<file path="config.mk">
export PLATFORM = sky130hd
export DESIGN_NAME = soc_system_switch_debounce
export DESIGN_NICKNAME = d
export VERILOG_FILES = /design/src/rtl/soc_system_switch_debounce.sv
export SDC_FILE = /design/constraint.sdc
export NUM_CORES = 1
export LEC_CHECK = 0
export ABC_AREA = 1
export BUFFER_PORTS_ARGS = -buffer_cell sky130_fd_sc_hd__buf_2
export CAP_MARGIN = 20
export CORE_UTILIZATION = 26
export CTS_CLUSTER_DIAMETER = 150
export CTS_CLUSTER_SIZE = 8
export DETAILED_ROUTE_END_ITERATION = 7
export GPL_TIMING_DRIVEN = 0
export PLACE_DENSITY = 0.45
export SYNTH_ARGS = -nofsm -noshare
export SYNTH_HDL_FRONTEND = slang
export SYNTH_SLANG_ARGS = --single-unit
</file>
<file path="constraint.sdc">
create_clock -name clk -period 1.6 [get_ports clk]
set_clock_uncertainty 0.1 [all_clocks]
set_input_delay 0.24 -clock clk [delete_from_list [all_inputs] [get_ports clk]]
set_output_delay 0.24 -clock clk [all_outputs]
set_load 0.01 [all_outputs]
</file>
<file path="src/rtl/soc_system_switch_debounce.sv">
// Switch input conditioner: per-bit synchroniser followed by a consecutive-mismatch debouncer.
// sw_clean only changes after a level has been held for DEBOUNCE_CYCLES synchronised cycles.
module soc_system_switch_debounce #(
    parameter int unsigned    WIDTH           = 9,
    parameter int unsigned    SYNC_STAGES     = 2,
    parameter int unsigned    DEBOUNCE_CYCLES = 1000000,
    parameter int unsigned    CNT_W           = 20,
    parameter logic [WIDTH-1:0] INIT_VALUE    = '0
) (
    input  logic             clk,
    input  logic             reset_n,
    input  logic [WIDTH-1:0] sw_raw,
    output logic [WIDTH-1:0] sw_clean,
    output logic [WIDTH-1:0] sw_changed,
    output logic             busy
);

    localparam logic [CNT_W-1:0] CNT_LAST = CNT_W'(DEBOUNCE_CYCLES - 1);

    typedef enum logic {
        IDLE  = 1'b0,
        COUNT = 1'b1
    } state_t;

    logic [WIDTH-1:0] sync_q [SYNC_STAGES];
    logic [WIDTH-1:0] sync;
    logic [WIDTH-1:0] cnt_nz;
    logic             busy_q;

    // Synchroniser chain; the last stage is the only view of the pins the debouncer sees
    always_ff @(posedge clk or negedge reset_n) begin
        if (!reset_n) begin
            for (int s = 0; s < int'(SYNC_STAGES); s++) begin
                sync_q[s] <= INIT_VALUE;
            end
        end else begin
            sync_q[0] <= sw_raw;
            for (int s = 1; s < int'(SYNC_STAGES); s++) begin
                sync_q[s] <= sync_q[s-1];
            end
        end
    end

    assign sync = sync_q[SYNC_STAGES-1];

    for (genvar g = 0; g < int'(WIDTH); g++) begin : g_bit
        state_t           state_q, state_d;
        logic [CNT_W-1:0] cnt_q, cnt_d;
        logic             clean_q, clean_d;
        logic             changed_q, changed_d;

        always_ff @(posedge clk or negedge reset_n) begin
            if (!reset_n) begin
                state_q   <= IDLE;
                cnt_q     <= '0;
                clean_q   <= INIT_VALUE[g];
                changed_q <= 1'b0;
            end else begin
                state_q   <= state_d;
                cnt_q     <= cnt_d;
                clean_q   <= clean_d;
                changed_q <= changed_d;
            end
        end

        // Any matching cycle drops back to IDLE, so only an unbroken mismatch run is accepted
        always_comb begin
            state_d   = state_q;
            cnt_d     = cnt_q;
            clean_d   = clean_q;
            changed_d = 1'b0;
            case (state_q)
                IDLE: begin
                    if (sync[g] != clean_q) begin
                        if (DEBOUNCE_CYCLES == 32'd1) begin
                            clean_d   = sync[g];
                            changed_d = 1'b1;
                        end else begin
                            state_d = COUNT;
                            cnt_d   = CNT_W'(1);
                        end
                    end
                end
                COUNT: begin
                    if (sync[g] == clean_q) begin
                        state_d = IDLE;
                        cnt_d   = '0;
                    end else if (cnt_q == CNT_LAST) begin
                        state_d   = IDLE;
                        cnt_d     = '0;
                        clean_d   = sync[g];
                        changed_d = 1'b1;
                    end else begin
                        cnt_d = cnt_q + CNT_W'(1);
                    end
                end
                default: begin
                    state_d = IDLE;
                    cnt_d   = '0;
                end
            endcase
        end

        assign sw_clean[g]   = clean_q;
        assign sw_changed[g] = changed_q;
        assign cnt_nz[g]     = (cnt_q != '0);
    end

    // busy trails the counters by one cycle
    always_ff @(posedge clk or negedge reset_n) begin
        if (!reset_n) begin
            busy_q <= 1'b0;
        end else begin
            busy_q <= |cnt_nz;
        end
    end

    assign busy = busy_q;

endmodule

</file>
# Word-level counts from Yosys, hierarchy flattened
# Index checks and enable logic that the tools add are counted.
# Widths: inputs -> output; s select.
dict set report word_totals {
  regBits 226
  inputBits 11
  output_inout_bits 19
}
dict set report classes {
  addsub 9
  n_eq_ne 36
  mux 99
  bitwise_logic 18
  n_reduce_logical 19
}
# cell count
set ops {}
lappend ops {{$mux 20} 27}
lappend ops {{$pmux 20 s2} 9}
lappend ops {{$add 20x1->20 const B} 9}
lappend ops {{$eq 20x20->1 const B} 9}
lappend ops {{$reduce_bool 20->1} 9}
lappend ops {{$mux 1} 54}
lappend ops {{$reduce_and 3->1} 9}
lappend ops {{$ne 2x2->1 const B} 9}
lappend ops {{$not 1->1} 18}
lappend ops {{$pmux 1 s2} 9}
lappend ops {{$eq 1x1->1} 9}
lappend ops {{$ne 1x1->1} 9}
lappend ops {{$reduce_or 9->1} 1}

# Depth between registers and ports, before layout
# Gate-level depths: netlist (run 1).
dict set report logic_depth {
  depth_word 4
  depth_mapped 10
  ltp_nobuf 10
}

# Worst setup path after synthesis (run 1)
# No wires, ideal clock.
dict set report synth_path {
  path_type {register to register}
  from {register g_bit[1].cnt_q[1]}
  to {register g_bit[1].cnt_q[4]}
  t_arrival_ps 1320
  slack_ps 49
  stages_incl_launch_ff 10
  cell_sequence {dfrtp_1 > ha_1 > nand2_2 > nor2_1 > inv_1 > nor2_4 > nand3_4 > nand2_2 > buf_6 > o22ai_2}
}
dict set report synth_between {
  elab_chain_cells 4
  word_cells_on_any_way 5
  cone_classes {add/sub (1); eq/ne (1); mux (3)}
}
# item line_no
set synth_lines {}
lappend synth_lines {{start, declared} 48} ;# logic [CNT_W-1:0] cnt_q, cnt_d;
lappend synth_lines {{start signal, assigned} 60} ;# cnt_q <= cnt_d;
lappend synth_lines {{$add 20x1->20 or $eq 20x20->1 (tied branches)} {94, 88}}
lappend synth_lines {{$mux 20 *} 88} ;# end else if (cnt_q == CNT_LAST) begin
lappend synth_lines {{$mux 20 *} 85} ;# if (sync[g] == clean_q) begin
lappend synth_lines {{$pmux 20 s2 *} 72} ;# case (state_q)
# Every way passes the cells marked *; elsewhere a longest branch is shown, timed or not.
# A chain may end at the register's enable or synchronous reset.

# Worst setup path in the final report (run 1)
dict set report layout_path {
  from {register g_bit[8].cnt_q[1]}
  to {register busy_q (netlist: busy)}
}
dict set report layout_between {
  elab_chain_cells 2
}
# item line_no
set layout_lines {}
lappend layout_lines {{start, declared} 48}
lappend layout_lines {{start signal, assigned} 60}
lappend layout_lines {{$reduce_bool 20->1} 106} ;# assign cnt_nz[g] = (cnt_q != '0);
lappend layout_lines {{$reduce_or 9->1} 114} ;# busy_q <= |cnt_nz;
lappend layout_lines {{end signal, assigned} 114}
lappend layout_lines {{end, declared} 28} ;# logic busy_q;
# No other way between the ends.

==> metrics.md, run 1 <==
| Metric | Value |
|---|---|
| Status | complete, but fails checks |
| Violated checks | negative setup slack |
| Filler cell count | ~5400 |
| Gate count of the mapped netlist | around 1900 |
| Largest net degree at the start of global routing | around 110 |
| Hold Path Class | in2async |
| Core Util, Final | 0.356 |
| Worst hold slack | 0.108 ns |
| Worst IR drop on VDD | ~0.56 mV |
| Flop2flop setup slack | -0.17 ns |
| Multi-input logic area | approximately 8300 um^2 |
| Critical path required time | approximately 1.9 ns |
| I/O Buffers | 29 |
| Worst setup EP type | flop |
| Nets | 2073 |
| P per Cell Area | approximately 760 nW/um^2 |
| Measured slew at the worst slew-check pin | about 0.62 ns |
| Register area share after synthesis | 0.413 |
| DRT iter0 DRCs | between 600 and 700 |
| Synth top area share | 0.413 |
| Period utilization | 1.11 |
| Placeable core area | a little over 50000 um^2 |
| Clk Tree Root Cell | clkbuf_16 |
| Reg clk slew, reported paths | approximately 0.05 ns |
| Antenna Nets Post-Route | 0 |
| Crit Path Class | reg2reg |
| RR Endpoint | busy$_DFF_PN0_ |
| Clock Path Buffers | 3 |
| Post-Route WL | 38600 um |
| Initial core utilization | 0.265 |
| Total of max-cap violations | 0 |
| WL/cell | between 10 and 15 um |
| Post-synth cell types | 43 |
| Die area | 53600 um^2 |
| Setup TNS Final | -4.64 ns |
| I/O pin cnt | 30 |
| CP arrival | ~2.1 ns |
| Layout cells sized above 1 | 0.299 |
| Vias per cell | roughly 4.6 |
| Vias in the first global route | around 12000 |
| Reg area | 5690 um^2 |
| Synthesized cell area | 13700 um^2 |
| Final Hold Fails | 0 |
| # DRC | 0 |
| Setup WS post-layout | -0.171 ns |
| R2R Path Start | g_bit[8].cnt_q[1]$_DFFE_PN0P_ |
| Max H-tree Level | 2 |
| Die width | around 230 um |
| Async S/R FF share, synth | 1.00 |
| Synth area leaders | dfrtp_1 41%, nand2_1 14%, inv_1 6.2% |
| CP startpoint | g_bit[8].cnt_q[1]$_DFFE_PN0P_ |
| Sink Count | 226 |
| Global-route wire length before repair | roughly 64000 um |
| CTS tree | yes |
| First-pass DRT Iterations | 5 |
| Max FO, Critical Path | 3 |
| Area grow syn2layout | 34.6% |
| Crit path time final | 1.77 ns |
| Max Clk Rate | 0.565 GHz |
| Total number of yosys warnings | 0 |
| Die height | between 200 and 250 um |
| Count leader, synth | nand2_1 |
| Biggest area consumer among synthesized cells | dfrtp_1 |
| Synth Flop Type | dfrtp_1 |
| Final HPWL DP | approximately 25000 um |
| Startpoint Class | flop |
| Via count | 12600 |
| Average size of a mapped cell | 7.34 um^2 |
| Rows | 83 |
| Synth Register Bits | approximately 230 |
| Overflow left after global routing | 0 |
| End of the critical path | busy$_DFF_PN0_ |
| Post-Syn Nets | between 1500 and 2000 |
| Fin. max-slew vios | 0 |
| Leak | a little over 8 nW |
| Antenna cell count | 0 |
| Relative slew slack | 0.585 |
| Later-pin clock latency in the skew report | 0.54 ns |
| Synth top cells by count | 503 x nand2_1, 227 x inv_1, 226 x dfrtp_1, 217 x nor2_1, 159 x nand3_1 |
| Post-synth EDFFs | 0 |
| RSZ-0062 raised after global routing | true |
| Initial antenna violation count | 0 |
| Global router's overall resource usage | 0.145 |
| Finish-stage setup viols | a little under 100 |
| Reg2Reg Depth | 9 |
| RePlAce Congestion | between 0.8 and 0.9 |
| Inserted Clock Buffers | 34 |
| Post-layout power | ~14 mW |
[placed cells by master, fill, tap and decap left out, types with 26 or more instances in the layout]
cell       Yosys  final
clkbuf_16      0     39
o21ai_1       36     35
buf_2         14     34
nor2_4        17     52
nand3_2        0     60
nor2_1       217    163
dfrtp_1      226    200
nand2_4        2     32
o21ai_0       50     34
nand2_2       28     41
buf_6          9     31
nand3_1      159     93
nor2_2        23     42
inv_1        227    207
nand4_1       56     56
o22ai_1       50     32
xor2_1        51     50
buf_4         24     91
nand2_1      503    457
dfrtp_2        0     26
[area by class of cell]
| class | count | area share |
|---|---|---|
| Buffer | 49 | 0.0228 |
| Inverter | 241 | 0.0518 |
| Clock inverter | 1 | 0.000475 |
| Sequential cell | 226 | 0.309 |
| Tap cell | 680 | 0.0461 |
| Clock buffer | 37 | 0.0502 |
| Multi-Input combinational cell | 1346 | 0.448 |
| Timing Repair Buffer | 146 | 0.0722 |
[worst min-delay path by stage]
| stage | from | to | slack, ns | cells past startpoint |
|---|---|---|---|---|
| 3_3_place_gp | sync_q[13]$_DFF_PN0_ | sync[4]$_DFF_PN0_ | 0.23 | 0 |
| 4_1_cts | reset_n | sync[5]$_DFF_PN0_ | 0.11 | 2 |
| 6_report | reset_n | sync[5]$_DFF_PN0_ | 0.11 | 2 |
| 5_1_grt | reset_n | sync[5]$_DFF_PN0_ | 0.14 | 2 |
| 2_1_floorplan | reset_n | busy$_DFF_PN0_ | -0.16 | 0 |
| 3_5_place_dp | reset_n | sync_q[14]$_DFF_PN0_ | 0.10 | 1 |
[sequential cells by signal, summed over array words and instances, names as in the netlist]
signal           flops
g_bit.cnt_q        180
g_bit.changed_q      9
g_bit.clean_q        9
g_bit.state_q        9
sync                 9
sync_q               9
busy                 1
[worst max-delay path: stages, from the launching register on]
cell and delay, ns:
dfrtp_1 0.40, inv_1 0.09, ha_2 0.20, nand2_2 0.06
nor3_2 0.19, nand2_1 0.09, nor2_2 0.16, nand2_2 0.10
nor2_2 0.13, nand3_2 0.10
[power breakdown]
group | internal [mW] | leakage, nW | switching (mW) | total, mW
Clock | 4.03 | 0.460 | 2.62 | 6.66
Combinational | 0.561 | 4.67 | 0.819 | 1.38
Sequential | 5.85 | 3.02 | 0.132 | 5.99
[per-stage QoR]
| step | instance area [um^2] | cells | worst slack (ns) |
|---|---|---|---|
| floorplan | 13700 | 1866 | 0.0493 |
| global placement | 14700 | 2575 | -4.40 |
| detailed placement | 14800 | 2577 | -0.291 |
| CTS | 17200 | 2680 | -0.112 |
| global route | 18400 | 2726 | -0.235 |
| finish | 18400 | 2726 | -0.171 |
[cells by family after synthesis]
logic type	after synthesis	synth area share
simple gates	1057	0.343
buf+inv	294	0.0936
flops	226	0.413
compound gates	203	0.0888
xor+xnor	68	0.0451
fa+ha+maj	18	0.0164
[routing by layer]
metal | vias to the layer above | GRT usage | share of wire
met5 | - | 0 | 0
met4 | 0 | 0.0498 | 0.023
met3 | 52 | 0.0210 | 0.028
met2 | 142 | 0.240 | 0.47
met1 | 6067 | 0.191 | 0.48
li1 | 6345 | - | -
[what timing repair did]
action,CTS,global route
hold endpoints to repair,116,0
resized for setup,237,235
hold buffers,10,0
buffers inserted,52,45
pin swaps,61,95
gates cloned,4,4
setup endpoints to repair,195,204
Power figures use the tool's default switching activity.
==> run 2: changes to the inputs <==
--- a/config.mk
+++ b/config.mk
@@ -8,12 +8,14 @@
 export ABC_AREA = 1
 export BUFFER_PORTS_ARGS = -buffer_cell sky130_fd_sc_hd__buf_2
 export CAP_MARGIN = 20
+export CELL_PAD_IN_SITES_DETAIL_PLACEMENT = 0
+export CELL_PAD_IN_SITES_GLOBAL_PLACEMENT = 2
 export CORE_UTILIZATION = 26
 export CTS_CLUSTER_DIAMETER = 150
 export CTS_CLUSTER_SIZE = 8
 export DETAILED_ROUTE_END_ITERATION = 7
 export GPL_TIMING_DRIVEN = 0
-export PLACE_DENSITY = 0.45
+export PLACE_DENSITY = 0.66
 export SYNTH_ARGS = -nofsm -noshare
 export SYNTH_HDL_FRONTEND = slang
 export SYNTH_SLANG_ARGS = --single-unit
==> metrics.md, run 2 (synthesized netlist as in run 1, its figures left out) <==
| Metric | Value |
|---|---|
| Clk Tree Root Cell | clkbuf_16 |
| RR Endpoint | g_bit[3].cnt_q[17]$_DFFE_PN0P_ |
| Overflow left after global routing | 0 (unchanged) |
| WP buf/inv | 1 (unchanged) |
| Crit Path Class | reg2reg |
| Critical path's largest stage delay | 0.45 ns (+0.05 ns) |
| Global-route wire length before repair | 65800 um (+3.4%) |
| Critical path required time | 1.94 ns (+0.04 ns) |
| Flop2flop setup slack | -0.13 ns (+0.04 ns) |
| Startpoint Class | flop |
| Status | complete, but fails checks |
| RSZ-0062 raised after global routing | true |
| Measured slew at the worst slew-check pin | 0.603 ns (-0.0195 ns) |
| Max Clk Rate | 0.579 GHz (+2.5%) |
| Fin. max-slew vios | 0 (unchanged) |
| Die height | 232 um (unchanged) |
| P per Cell Area | 751 nW/um^2 (-1.3%) |
| Reg clk slew, reported paths | 0.05 ns (about the same) |
| Crit path time final | 1.73 ns (-0.0429 ns) |
| Worst IR drop on VDD | 0.514 mV (-7.9%) |
| Power share of the combinational group | 0.098 (about the same) |
| Initial antenna violation count | 0 (unchanged) |
| CTS tree | yes |
| Final Non-Filler Cells | 2722 (-0.15%) |
| Rows | 83 (unchanged) |
| Antenna Nets Post-Route | 0 (unchanged) |
| Final HPWL DP | 27400 um (+7.8%) |
| Post-Route WL | 41200 um (+6.8%) |
| Switching pwr | 3.78 mW (+5.9%) |
| Reg2Reg Depth | 8 (-1) |
| Flip-flop count of the largest register after layout | 180 (unchanged) |
| Leak | 8.17 nW (+0.24%) |
| Inserted Clock Buffers | 34 (unchanged) |
| Clock Path Buffers | 3 (unchanged) |
| Vias in the first global route | 12100 (-3.0%) |
| DRT iter0 DRCs | 729 (+21%) |
| Switching share of power | 0.271 (+0.0162) |
| Violated checks | negative setup slack |
| Area grow syn2layout | 35.7% |
| CP arrival | 2.07 ns (about the same) |
| Layout cells sized above 1 | 0.317 (+0.0182) |
| Placeable core area | 51700 um^2 (unchanged) |
| Relative slew slack | 0.598 (+0.0130) |
| Later-pin clock latency in the skew report | 0.55 ns (about the same) |
| CP Cell Sequence | nor2_2 -> nand3b_1 -> nor2_4 -> nand2_2 -> nand2_4 -> clkinvlp_4 -> nand3_2 -> nand2_1 |
| I/O pin cnt | 30 (unchanged) |
| Largest net degree at the start of global routing | 109 (+1.9%) |
| I/O Buffers | 29 (unchanged) |
| Vias per cell | 4.59 (-0.81%) |
| Via count | 12500 (-0.96%) |
| Global router's overall resource usage | 0.153 (+0.00877) |
| Period utilization | 1.08 (-0.0268) |
| Final Hold Fails | 0 (unchanged) |
| Nets | 2069 (-0.19%) |
| Internal Power | 10.2 mW (-2.6%) |
| R2R Path Start | g_bit[3].cnt_q[6]$_DFFE_PN0P_ |
| Clock power share | 0.473 (-0.002) |
| Worst path top cell family by delay | simple AND/OR/NAND/NOR gates |
| Antenna cell count | 0 (unchanged) |
| Total of max-cap violations | 0 (unchanged) |
| RePlAce Congestion | 0.767 (-9.7%) |
| Die width | 232 um (unchanged) |
| Final instance area | 18600 um^2 (+0.83%) |
| Max FO, Critical Path | 5 (+2) |
| Core Util, Final | 0.359 (+0.00298) |
| Placed cell count | 2577 (unchanged) |
| Filler cell count | 5371 (-0.19%) |
| Setup WS post-layout | -0.128 ns (+0.0429 ns) |
| Top reg by flops | g_bit.cnt_q |
| Initial core utilization | 0.265 (unchanged) |
| DP Area | 14800 um^2 (unchanged) |
| Commonest non-fill, non-tap cell in the layout | nand2_1 |
| Sink Count | 226 (unchanged) |
| Finish-stage setup viols | 87 (-10%) |
| Reg power frac | 0.429 (+0.002) |
| Most frequent cells in the layout | 455 x nand2_1, 205 x inv_1, 194 x dfrtp_1 |
| # DRC | 0 (unchanged) |
| Worst setup EP type | flop |
| WL/cell | 15.1 um (+7.0%) |
| Max H-tree Level | 2 (unchanged) |
| First-pass DRT Iterations | 6 (+1) |
| Crit-path slowest cell | dfrtp_1 |
| Die area | 53600 um^2 (unchanged) |
| Hold Path Class | in2async |
-- run 2: cell types whose count changed in the layout (fill, tap and decap cells not counted), moves of 4 or more --
cell     previous run  this run
o22ai_2            25        34
nor2_2             42        49
buf_12              7        11
buf_4              91        87
o21ai_1            35        27
o21ai_2            20        30
dfrtp_1           200       194
dfrtp_2            26        32
nor2_1            163       155
o22ai_1            32        23
buf_2              34        28
nand2_4            32        38
-- run 2: worst register-to-register path, cell delays in order, from the launching register on --
cell and delay, ns:
dfrtp_1 0.45, nor2_2 0.19, nand3b_1 0.17, nor2_4 0.17, nand2_2 0.07, nand2_4 0.09, clkinvlp_4 0.20, nand3_2 0.13
nand2_1 0.05
-- run 2: power groups by stage --
stage / sequential (mW) / clock [mW] / combinational (mW)
after detailed placement: 6.05 / 0 / 0.957
after floorplan: 6.02 / 0 / 0.553
final: 5.98 / 6.60 / 1.37
after global routing: 6.00 / 7.07 / 1.53
after CTS: 5.97 / 6.92 / 1.27
after global placement: 6.05 / 0 / 0.933
-- run 2: area by class of cell --
cell class                 count  area, um^2  area share
timing repair buffer         144        1350      0.0728
inverter                     241         968      0.0521
sequential                   226        5700       0.306
clock buffer                  34         851      0.0458
multi-input combinational   1346        8390       0.451
buffer                        47         435      0.0234
clock inverter                 4        42.5     0.00229
tap                          680         851      0.0458
-- run 2: metrics by stage --
stage	setup slack [ns]	total power [mW]	TNS, ns	hold slack (ns)
CTS	-0.135	14.2	-6.08	0.0729
finish	-0.128	14.0	-4.73	0.0781
floorplan	0.0493	6.57	0	-0.156
global placement	-4.60	6.98	-1064.35	0.232
detailed placement	-0.388	7.01	-31.47	0.0777
global route	-0.223	14.6	-15.97	0.102
-- run 2: worst max-delay path by stage --
stage / start / endpoint / slack (ns) / depth (start not counted)
3_3_place_gp: reset_n / sync_q[13]$_DFF_PN0_ / -4.60 / 1
2_1_floorplan: g_bit[1].cnt_q[1]$_DFFE_PN0P_ / g_bit[1].cnt_q[4]$_DFFE_PN0P_ / 0.05 / 9
4_1_cts: g_bit[3].cnt_q[1]$_DFFE_PN0P_ / g_bit[3].cnt_q[14]$_DFFE_PN0P_ / -0.13 / 11
5_1_grt: g_bit[3].cnt_q[0]$_DFFE_PN0P_ / g_bit[3].cnt_q[17]$_DFFE_PN0P_ / -0.22 / 10
6_report: g_bit[3].cnt_q[6]$_DFFE_PN0P_ / g_bit[3].cnt_q[17]$_DFFE_PN0P_ / -0.13 / 8
3_5_place_dp: g_bit[4].cnt_q[12]$_DFFE_PN0P_ / g_bit[4].cnt_q[5]$_DFFE_PN0P_ / -0.39 / 7
-- run 2: layer usage --
metal | routed length [um] | global-route usage | up-vias
met5 | 0 | 0 | -
met4 | 809 | 0.0502 | 0
met3 | 996 | 0.0204 | 44
met2 | 19200 | 0.243 | 120
met1 | 20200 | 0.215 | 5983
li1 | - | - | 6338
-- run 2: what timing repair did --
action                                 4_1_cts  5_1_grt
gates cloned                                 5        2
pin swaps                                   58      112
hold buffers                                10        0
setup endpoints to repair                  204      211
endpoints found under the hold margin      140        0
buffers inserted                            63       41
resized for setup                          234      293
==> run 3: changes to the inputs <==
--- a/config.mk
+++ b/config.mk
@@ -16,6 +16,7 @@
 export DETAILED_ROUTE_END_ITERATION = 7
 export GPL_TIMING_DRIVEN = 0
 export PLACE_DENSITY = 0.66
+export SKIP_CTS_REPAIR_TIMING = 1
 export SYNTH_ARGS = -nofsm -noshare
 export SYNTH_HDL_FRONTEND = slang
 export SYNTH_SLANG_ARGS = --single-unit
==> metrics.md, run 3 (synthesized netlist as in run 1, its figures left out) <==
| Metric | Value |
|---|---|
| Reg2Reg Depth | 9 (+1) |
| Clock Path Buffers | 3 (unchanged) |
| Initial core utilization | 0.265 (unchanged) |
| Post-Route WL | 40900 um (-0.80%) |
| Switching share of power | 0.272 (+0.000958) |
| Max FO, Critical Path | 5 (unchanged) |
| Fin. max-slew vios | 0 (unchanged) |
| Global-route wire length before repair | 63000 um (-4.2%) |
| Crit Path Class | reg2reg |
| Internal Power | 10.2 mW (about the same) |
| Commonest non-fill, non-tap cell in the layout | nand2_1 |
| CP arrival | 2.10 ns (+0.03 ns) |
| Global router's overall resource usage | 0.148 (-0.00585) |
| Final Hold Fails | 0 (unchanged) |
| Clk Tree Root Cell | clkbuf_16 |
| # DRC | 0 (unchanged) |
| Antenna Nets Post-Route | 0 (unchanged) |
| Crit path time final | 1.80 ns (+0.0722 ns) |
| Largest net degree at the start of global routing | 109 (unchanged) |
| Nets | 2049 (-0.97%) |
| Leak | 8.07 nW (-1.2%) |
| RR Endpoint | g_bit[0].cnt_q[12]$_DFFE_PN0P_ |
| Layout cells sized above 1 | 0.301 (-0.0162) |
| RePlAce Congestion | 0.767 (unchanged) |
| Flip-flop count of the largest register after layout | 180 (unchanged) |
| Vias in the first global route | 11500 (-5.0%) |
| Measured slew at the worst slew-check pin | 0.746 ns (+0.143 ns) |
| Startpoint Class | flop |
| Rows | 83 (unchanged) |
| Die area | 53600 um^2 (unchanged) |
| Top reg by flops | g_bit.cnt_q |
| Relative slew slack | 0.503 (-0.0955) |
| Final instance area | 18500 um^2 (-0.60%) |
| Sink Count | 226 (unchanged) |
| Clock power share | 0.473 (about the same) |
| Area grow syn2layout | 34.9% |
| Antenna cell count | 0 (unchanged) |
| Critical path required time | 1.90 ns (-0.04 ns) |
| Most frequent cells in the layout | 459 x nand2_1, 212 x inv_1, 203 x dfrtp_1 |
| Status | complete, but fails checks |
| WL/cell | 15.1 um (about the same) |
| Max Clk Rate | 0.556 GHz (-4.0%) |
| Worst setup EP type | flop |
| Switching pwr | 3.80 mW (+0.39%) |
| Die width | 232 um (unchanged) |
| Flop2flop setup slack | -0.20 ns (-0.07 ns) |
| P per Cell Area | 756 nW/um^2 (+0.64%) |
| Initial antenna violation count | 0 (unchanged) |
| I/O Buffers | 29 (unchanged) |
| Total of max-cap violations | 0 (unchanged) |
| Power share of the combinational group | 0.099 (about the same) |
| Worst IR drop on VDD | 0.515 mV (about the same) |
| Period utilization | 1.13 (+0.0451) |
| Hold Path Class | in2async |
| Finish-stage setup viols | 132 (+52%) |
| Violated checks | negative setup slack |
| Die height | 232 um (unchanged) |
| DRT iter0 DRCs | 734 (+0.69%) |
| Later-pin clock latency in the skew report | 0.55 ns (about the same) |
| Vias per cell | 4.59 (about the same) |
| Post-layout power | 14.0 mW (about the same) |
| Inserted Clock Buffers | 34 (unchanged) |
| Placeable core area | 51700 um^2 (unchanged) |
| I/O pin cnt | 30 (unchanged) |
| Via count | 12400 (-0.70%) |
| Overflow left after global routing | 0 (unchanged) |
| RSZ-0062 raised after global routing | true |
| Setup WS post-layout | -0.200 ns (-0.0722 ns) |
| Final HPWL DP | 27400 um (unchanged) |
| First-pass DRT Iterations | 5 (-1) |
| CTS tree | yes |
| DP Area | 14800 um^2 (unchanged) |
| Reg clk slew, reported paths | 0.05 ns (about the same) |
| R2R Path Start | g_bit[0].cnt_q[1]$_DFFE_PN0P_ |
| Max H-tree Level | 2 (unchanged) |
| Reg power frac | 0.428 (about the same) |
run 3: cell types whose count changed in the layout (fill, tap and decap cells not counted), moves of 7 or more:
cell | before | now
nor2_1 | 155 | 162
dfrtp_1 | 194 | 203
dfrtp_2 | 32 | 23
buf_4 | 87 | 68
o22ai_2 | 34 | 42
inv_1 | 205 | 212
inv_2 | 24 | 16
nand2_8 | 1 | 8
o22ai_1 | 23 | 15
run 3: worst max path at each step:
stage | from | endpoint | cells past startpoint
5_1_grt | g_bit[0].cnt_q[1]$_DFFE_PN0P_ | g_bit[0].cnt_q[6]$_DFFE_PN0P_ | 9
4_1_cts | g_bit[4].cnt_q[12]$_DFFE_PN0P_ | g_bit[4].cnt_q[2]$_DFFE_PN0P_ | 7
3_5_place_dp | g_bit[4].cnt_q[12]$_DFFE_PN0P_ | g_bit[4].cnt_q[5]$_DFFE_PN0P_ | 7
6_report | g_bit[0].cnt_q[1]$_DFFE_PN0P_ | g_bit[0].cnt_q[12]$_DFFE_PN0P_ | 9
3_3_place_gp | reset_n | sync_q[13]$_DFF_PN0_ | 1
2_1_floorplan | g_bit[1].cnt_q[1]$_DFFE_PN0P_ | g_bit[1].cnt_q[4]$_DFFE_PN0P_ | 9
run 3: cell type report:
type / instances / area (um^2)
clock buffer: 34 / 851
tap: 680 / 851
multi-input combinational: 1346 / 8450
inverter: 241 / 967
timing repair buffer: 122 / 1190
buffer: 49 / 452
sequential: 226 / 5680
clock inverter: 4 / 42.5
fill: 5374 / 33200
run 3: per-stage QoR:
| stage | std cells | TNS [ns] | hold WS (ns) | setup slack, ns | utilization |
|---|---|---|---|---|---|
| finish | 2702 | -11.30 | 0.0754 | -0.200 | 0.357 |
| detailed placement | 2577 | -31.47 | 0.0777 | -0.388 | 0.285 |
| floorplan | 1866 | 0 | -0.156 | 0.0493 | - |
| global placement | 2575 | -1064.35 | 0.232 | -4.60 | 0.284 |
| global route | 2702 | -24.32 | 0.0923 | -0.290 | 0.357 |
| CTS | 2615 | -34.58 | -0.531 | -0.396 | 0.303 |
run 3: per-layer routing:
layer  routed length [um]  vias to the layer above  global-route usage
met3                 1110                       47              0.0217
met1                20200                     5940               0.207
li1                     -                     6299                   -
met5                    0                        -                   0
met4                  706                        0              0.0493
met2                18900                      112               0.231
run 3: power by group through the flow:
stage	clock [mW]	combinational [mW]	sequential, mW
2_1_floorplan	0	0.553	6.02
3_3_place_gp	0	0.933	6.05
3_5_place_dp	0	0.957	6.05
4_1_cts	6.92	0.961	5.95
5_1_grt	7.10	1.52	5.99
6_report	6.60	1.38	5.98
run 3: worst max-delay path: stages (launching register included):
cell and delay (ns):
dfrtp_1 0.40, ha_2 0.21, nand2_2 0.07, nor2_4 0.13, inv_2 0.06, nor2_4 0.17
nand3_4 0.15, nand2_8 0.15, clkbuf_16 0.16, o22ai_2 0.05
